==> config.mk <==
export PLATFORM = sky130hd
export DESIGN_NAME = reg_15_flat
export DESIGN_NICKNAME = d
export VERILOG_FILES = /design/src/rtl/reg_15_if.sv /design/src/rtl/reg_15.sv /design/src/flat_wrapper.sv
export SDC_FILE = /design/constraint.sdc
export NUM_CORES = 1
export LEC_CHECK = 0
export ABC_AREA = 1
export CAP_MARGIN = 25
export CORE_ASPECT_RATIO = 1.4
export CORE_MARGIN = 2
export CORE_UTILIZATION = 38
export DETAILED_ROUTE_END_ITERATION = 6
export PLACE_DENSITY = 0.79
export RECOVER_POWER = 25
export SLEW_MARGIN = 10
export SYNTH_ARGS = -nofsm -noshare
export SYNTH_HDL_FRONTEND = slang
export SYNTH_SLANG_ARGS = --single-unit
==> constraint.sdc <==
create_clock -name clk -period 0.9 [get_ports clk]
set_clock_uncertainty 0.15 [all_clocks]
set_input_delay 0.135 -clock clk [delete_from_list [all_inputs] [get_ports clk]]
set_output_delay 0.135 -clock clk [all_outputs]
set_load 0.02 [all_outputs]
==> src/rtl/reg_15_if.sv <==
// Bus bundle for register R15: write path from the core input bus and the two read paths.
interface reg_15_if #(
   parameter int WIDTH = 16
);
   logic [WIDTH-1:0] BIN;
   logic             WR;
   logic             LDBUS;
   logic             LDALU;
   logic [WIDTH-1:0] BOUT;
   logic [WIDTH-1:0] ALU;

   // Control-unit / bus side
   modport master (
      output BIN, WR, LDBUS, LDALU,
      input  BOUT, ALU
   );

   // Register side
   modport slave (
      input  BIN, WR, LDBUS, LDALU,
      output BOUT, ALU
   );
endinterface

==> src/rtl/reg_15.sv <==
// General-purpose register R15: one storage word, written on WR and read combinationally on BOUT/ALU.
// Define REG15_BUS_TRISTATE_EN to float BOUT when not selected; otherwise BOUT idles at zero.
module reg_15 #(
   parameter int               WIDTH       = 16,
   parameter logic [WIDTH-1:0] RESET_VALUE = '0
) (
   input logic     clk,
   input logic     RST,
   reg_15_if.slave bus
);

   logic [WIDTH-1:0] q;

   // BIN is only looked at under WR, so undriven bus bits cannot leak into q.
   always_ff @(posedge clk or negedge RST) begin
      if (!RST) begin
         q <= RESET_VALUE;
      end else if (bus.WR) begin
         q <= bus.BIN;
      end
   end

   assign bus.ALU = bus.LDALU ? q : '0;

`ifdef REG15_BUS_TRISTATE_EN
   assign bus.BOUT = bus.LDBUS ? q : 'z;
`else
   assign bus.BOUT = bus.LDBUS ? q : '0;
`endif

endmodule

==> src/flat_wrapper.sv <==
// flat-port wrapper written by rule: the top's interface ports become plain ports
module reg_15_flat 
#(
   parameter int               WIDTH       = 16,
   parameter logic [WIDTH-1:0] RESET_VALUE = '0
)
  (clk, RST, bus_BIN, bus_WR, bus_LDBUS, bus_LDALU, bus_BOUT, bus_ALU);
  reg_15_if #(.WIDTH(WIDTH)) bus_i ();
  input logic clk;
  input logic RST;
  input wire logic [$bits(bus_i.BIN)-1:0] bus_BIN;
  input wire logic [$bits(bus_i.WR)-1:0] bus_WR;
  input wire logic [$bits(bus_i.LDBUS)-1:0] bus_LDBUS;
  input wire logic [$bits(bus_i.LDALU)-1:0] bus_LDALU;
  output wire logic [$bits(bus_i.BOUT)-1:0] bus_BOUT;
  output wire logic [$bits(bus_i.ALU)-1:0] bus_ALU;
  assign bus_i.BIN = bus_BIN;
  assign bus_i.WR = bus_WR;
  assign bus_i.LDBUS = bus_LDBUS;
  assign bus_i.LDALU = bus_LDALU;
  assign bus_BOUT = bus_i.BOUT;
  assign bus_ALU = bus_i.ALU;
  reg_15 #(.WIDTH(WIDTH), .RESET_VALUE(RESET_VALUE)) u_core (.clk(clk), .RST(RST), .bus(bus_i));
endmodule
# [After elaboration in Yosys (flattened, before gate mapping)]
# Cells that the tools add are included.
[op_classes] muxes=2
[ops] operator="16-bit two-way mux" n=2
[word_totals] out_inout_bits=32 word_cells=3 register_bits=16 input_bits=21

# [Longest topological paths before layout]
[logic_depth] depth_word=1 ltp_mapped=5 depth_no_buf=3

# [Worst setup path before layout]
# No wires, ideal clock.
[synth_timing] kind="input to output" start="input bus_LDBUS" end="output bus_BOUT[10]" arrival_time_ns=0.592 path_stages=4 required_ns=0.615 path_buffers=2 setup_slack_ns=0.023 cell_sequence="clkbuf_2 buf_6 nand2_1 inv_1"
[synth_via] elab_chain_len=1
[synth_rtl] item="start: declaration" line="flat_wrapper.sv:13" rtl="input wire logic [$bits(bus_i.LDBUS)-1:0] bus_LDBUS;"
[synth_rtl] item="16-bit two-way mux" line="reg_15.sv:28" rtl="assign bus.BOUT = bus.LDBUS ? q : '0;"
[synth_rtl] item="end: declaration" line="flat_wrapper.sv:15" rtl="output wire logic [$bits(bus_i.BOUT)-1:0] bus_BOUT;"
# Every way passes these cells.

# [Worst setup path after layout]
[layout_timing] start="register u_core.q[4]" end="output bus_ALU[4]"
[layout_via] elab_chain_len=1
[layout_rtl] item="start: declaration" line="reg_15.sv:12" rtl="logic [WIDTH-1:0] q;"
[layout_rtl] item="start signal: assignment" line="reg_15.sv:19" rtl="q <= bus.BIN;"
[layout_rtl] item="16-bit two-way mux" line="reg_15.sv:23" rtl="assign bus.ALU = bus.LDALU ? q : '0;"
[layout_rtl] item="end: declaration" line="flat_wrapper.sv:16" rtl="output wire logic [$bits(bus_i.ALU)-1:0] bus_ALU;"
# Every way passes these cells.

==> flow_metrics.env <==
export IMPL_timing_rr_start="u_core.q[8]$_DFFE_PN0P_"
export IMPL_drc=0
export IMPL_ant_nets=0
export IMPL_max_freq_mhz=754.1
export IMPL_syn_inst=136
export IMPL_crit_fanout=3
export IMPL_yosys_cell_types_count=9
export IMPL_dr_wl_met2_um=1626
export IMPL_startpoint="u_core.q[4]$_DFFE_PN0P_"
export IMPL_final_cells=239
export IMPL_firstDrtPassIters=4
export IMPL_via_count=1063
export IMPL_drt_initial_drc_count=14
export IMPL_grt_overflow_total=0
export IMPL_coreArea_mm2=0.002391
export IMPL_clock_latency_ns=0.30
export IMPL_cts_root_buf="clkbuf_4"
export IMPL_critical_path_class="flop to output pin"
export IMPL_crit_end="bus_ALU[4]"
export IMPL_worstPathArrival_ns=1.04
export IMPL_row_count=21
export IMPL_cts_tree="built"
export IMPL_antenna_found_initial=0
export IMPL_relSlewSlack=0.7290
export IMPL_diodes=0
export IMPL_clock_path_buffers=2
export IMPL_reg2reg_to="u_core.q[8]$_DFFE_PN0P_"
export IMPL_r2r_slack_ns=-0.11
export IMPL_ys_warn_count=0
export IMPL_failed_checks="setup timing"
export IMPL_ys_ff_latch=16
export IMPL_status="complete, but fails checks"
export IMPL_maxCapViolations=0
export IMPL_hold_violations=0
export IMPL_cp_start_kind="flop"
export IMPL_p_per_area_mw_per_mm2=1219
export IMPL_dp_cells=228
export IMPL_min_path_type="primary input to async pin"
export IMPL_cp_end_kind="output pin"
export IMPL_die_area_mm2=0.002939
export IMPL_grt_pass1_vias=1087
export IMPL_grt_pass1_wl_um=4726
export IMPL_setup_viol=36
export IMPL_start_util=0.3998
export IMPL_finalCritPeriodShare=1.473
export IMPL_wl_met3_um=183
export IMPL_avgSynthCellArea_um2=7.029
export IMPL_netlist_area_um2=955.9
export IMPL_clk_pin_slew_ns=0.10
export IMPL_grtUsageTotal=0.2211
export IMPL_top_regs="u_core.q: 16 flops"
export IMPL_grt_max_degree=17
export IMPL_drt_wl_total_um=3102
export IMPL_synth_seq_area_share=0.4188
export IMPL_m1WireLength_um=1153
export IMPL_synth_net_count=157
export IMPL_setup_slack_ns=-0.4260
export IMPL_largest_register="u_core.q"
export IMPL_drive_gt1_frac=0.4098
export IMPL_dpl_worst_slack_ns=-0.9080
export IMPL_cts_inserted_buffers=3
export IMPL_r2r_cells=4
export IMPL_routabilityCongestion=0.7671
export IMPL_wire_per_inst_um=12.98
export IMPL_required_ns=0.61
export IMPL_boundaryPins=53
export IMPL_fin_crit_ns=1.326
export IMPL_fillers=165
export IMPL_p_leak_uw=0.001114
export IMPL_die_h_um=63.35
export IMPL_syn2layout_area_growth_pct=87.70
export IMPL_slew_viol_final=0
export IMPL_clock_sinks=16
export IMPL_rsz0062_at_grt="true"
export IMPL_nNetsFinal=227
export IMPL_largest_register_ffs=16
export IMPL_ir_worst_vdd_mv=0.9790
export IMPL_die_width_um=46.39
export IMPL_hpwlAfterDp_um=1917
export IMPL_top_layer="met4"
export IMPL_worst_pin_slew_ns=0.4066
export IMPL_io_buffers=52
export IMPL_via_per_inst=4.448
export IMPL_ctsHtreeMaxLevel=1
[per-layer routing]
metal  global-route usage  vias to the layer above
li1                     -                      514
met1               0.2618                      474
met2               0.3628                       58
met3              0.03725                       17
met4               0.1143                        0
met5                    0                        -
[critical path, stage by stage (launching register included)]
cell and delay (ns):
dfrtp_1 0.41, nand2_1 0.09, inv_1 0.11, buf_6 0.13
[stage by stage]
step	TNS, ns	util	instance area (µm²)	total power [µW]	hold slack [ns]
6_report	-10.87	0.7504	1794	2188	0.1305
5_1_grt	-12.12	0.7504	1794	2278	0.1790
4_1_cts	-10.51	0.7389	1767	2154	0.007935
3_5_place_dp	-33.85	0.6609	1580	1568	0.3358
3_3_place_gp	-33.43	0.6609	1580	1552	0.3314
2_1_floorplan	0	-	955.9	1182	-0.3106
[logic make-up (layout without fill, tap and decap cells)]
kind of cell / after synthesis / after routing / synth area share
flops: 16 / 16 / 0.4188
buf+inv: 40 / 109 / 0.2147
simple gates: 80 / 80 / 0.3665
[cells in the final DEF, fill, tap and decap left out, drive strengths merged]
cell type / count
clkdlybuf4s15: 1
inv: 33
buf: 49
clkbuf: 5
dfrtp: 16
bufbuf: 2
dlygate4sd2: 2
clkdlybuf4s50: 16
dlygate4sd3: 1
nand2: 80
[worst min path at each step]
stage	from	endpoint	slack, ns	cells past startpoint
after floorplan	RST	u_core.q[0]$_DFFE_PN0P_	-0.31	0
after global placement	RST	u_core.q[1]$_DFFE_PN0P_	0.33	2
after detailed placement	RST	u_core.q[1]$_DFFE_PN0P_	0.34	2
after CTS	RST	u_core.q[1]$_DFFE_PN0P_	0.008	2
after global routing	RST	u_core.q[14]$_DFFE_PN0P_	0.18	2
final	RST	u_core.q[0]$_DFFE_PN0P_	0.13	2
[Yosys cell counts, drive strengths merged]
library cell  number  area share
clkbuf             1      0.0052
inv               33        0.14
dfrtp             16        0.42
nand2             80        0.37
buf                6       0.072
[report_power, final]
part	internal [µW]	switching (µW)
clock	247	244
sequential	782	59.3
combinational	457	397
[layout make-up]
class	count	area [µm²]	area share
Timing Repair Buffer	72	820.8	0.4575
Sequential cell	16	400.4	0.2232
Multi-Input combinational cell	80	362.8	0.2022
Inverter	33	131.4	0.07322
Tap cell	34	42.54	0.02371
Clock buffer	4	36.28	0.02022
[repair_timing]
action	CTS	global route
hold buffers	0	0
pin swaps	31	15
resized for setup	200	13
cloned	3	0
endpoints found under the setup margin	48	41
setup buffers	6	4
Power figures use the tool's default switching activity.
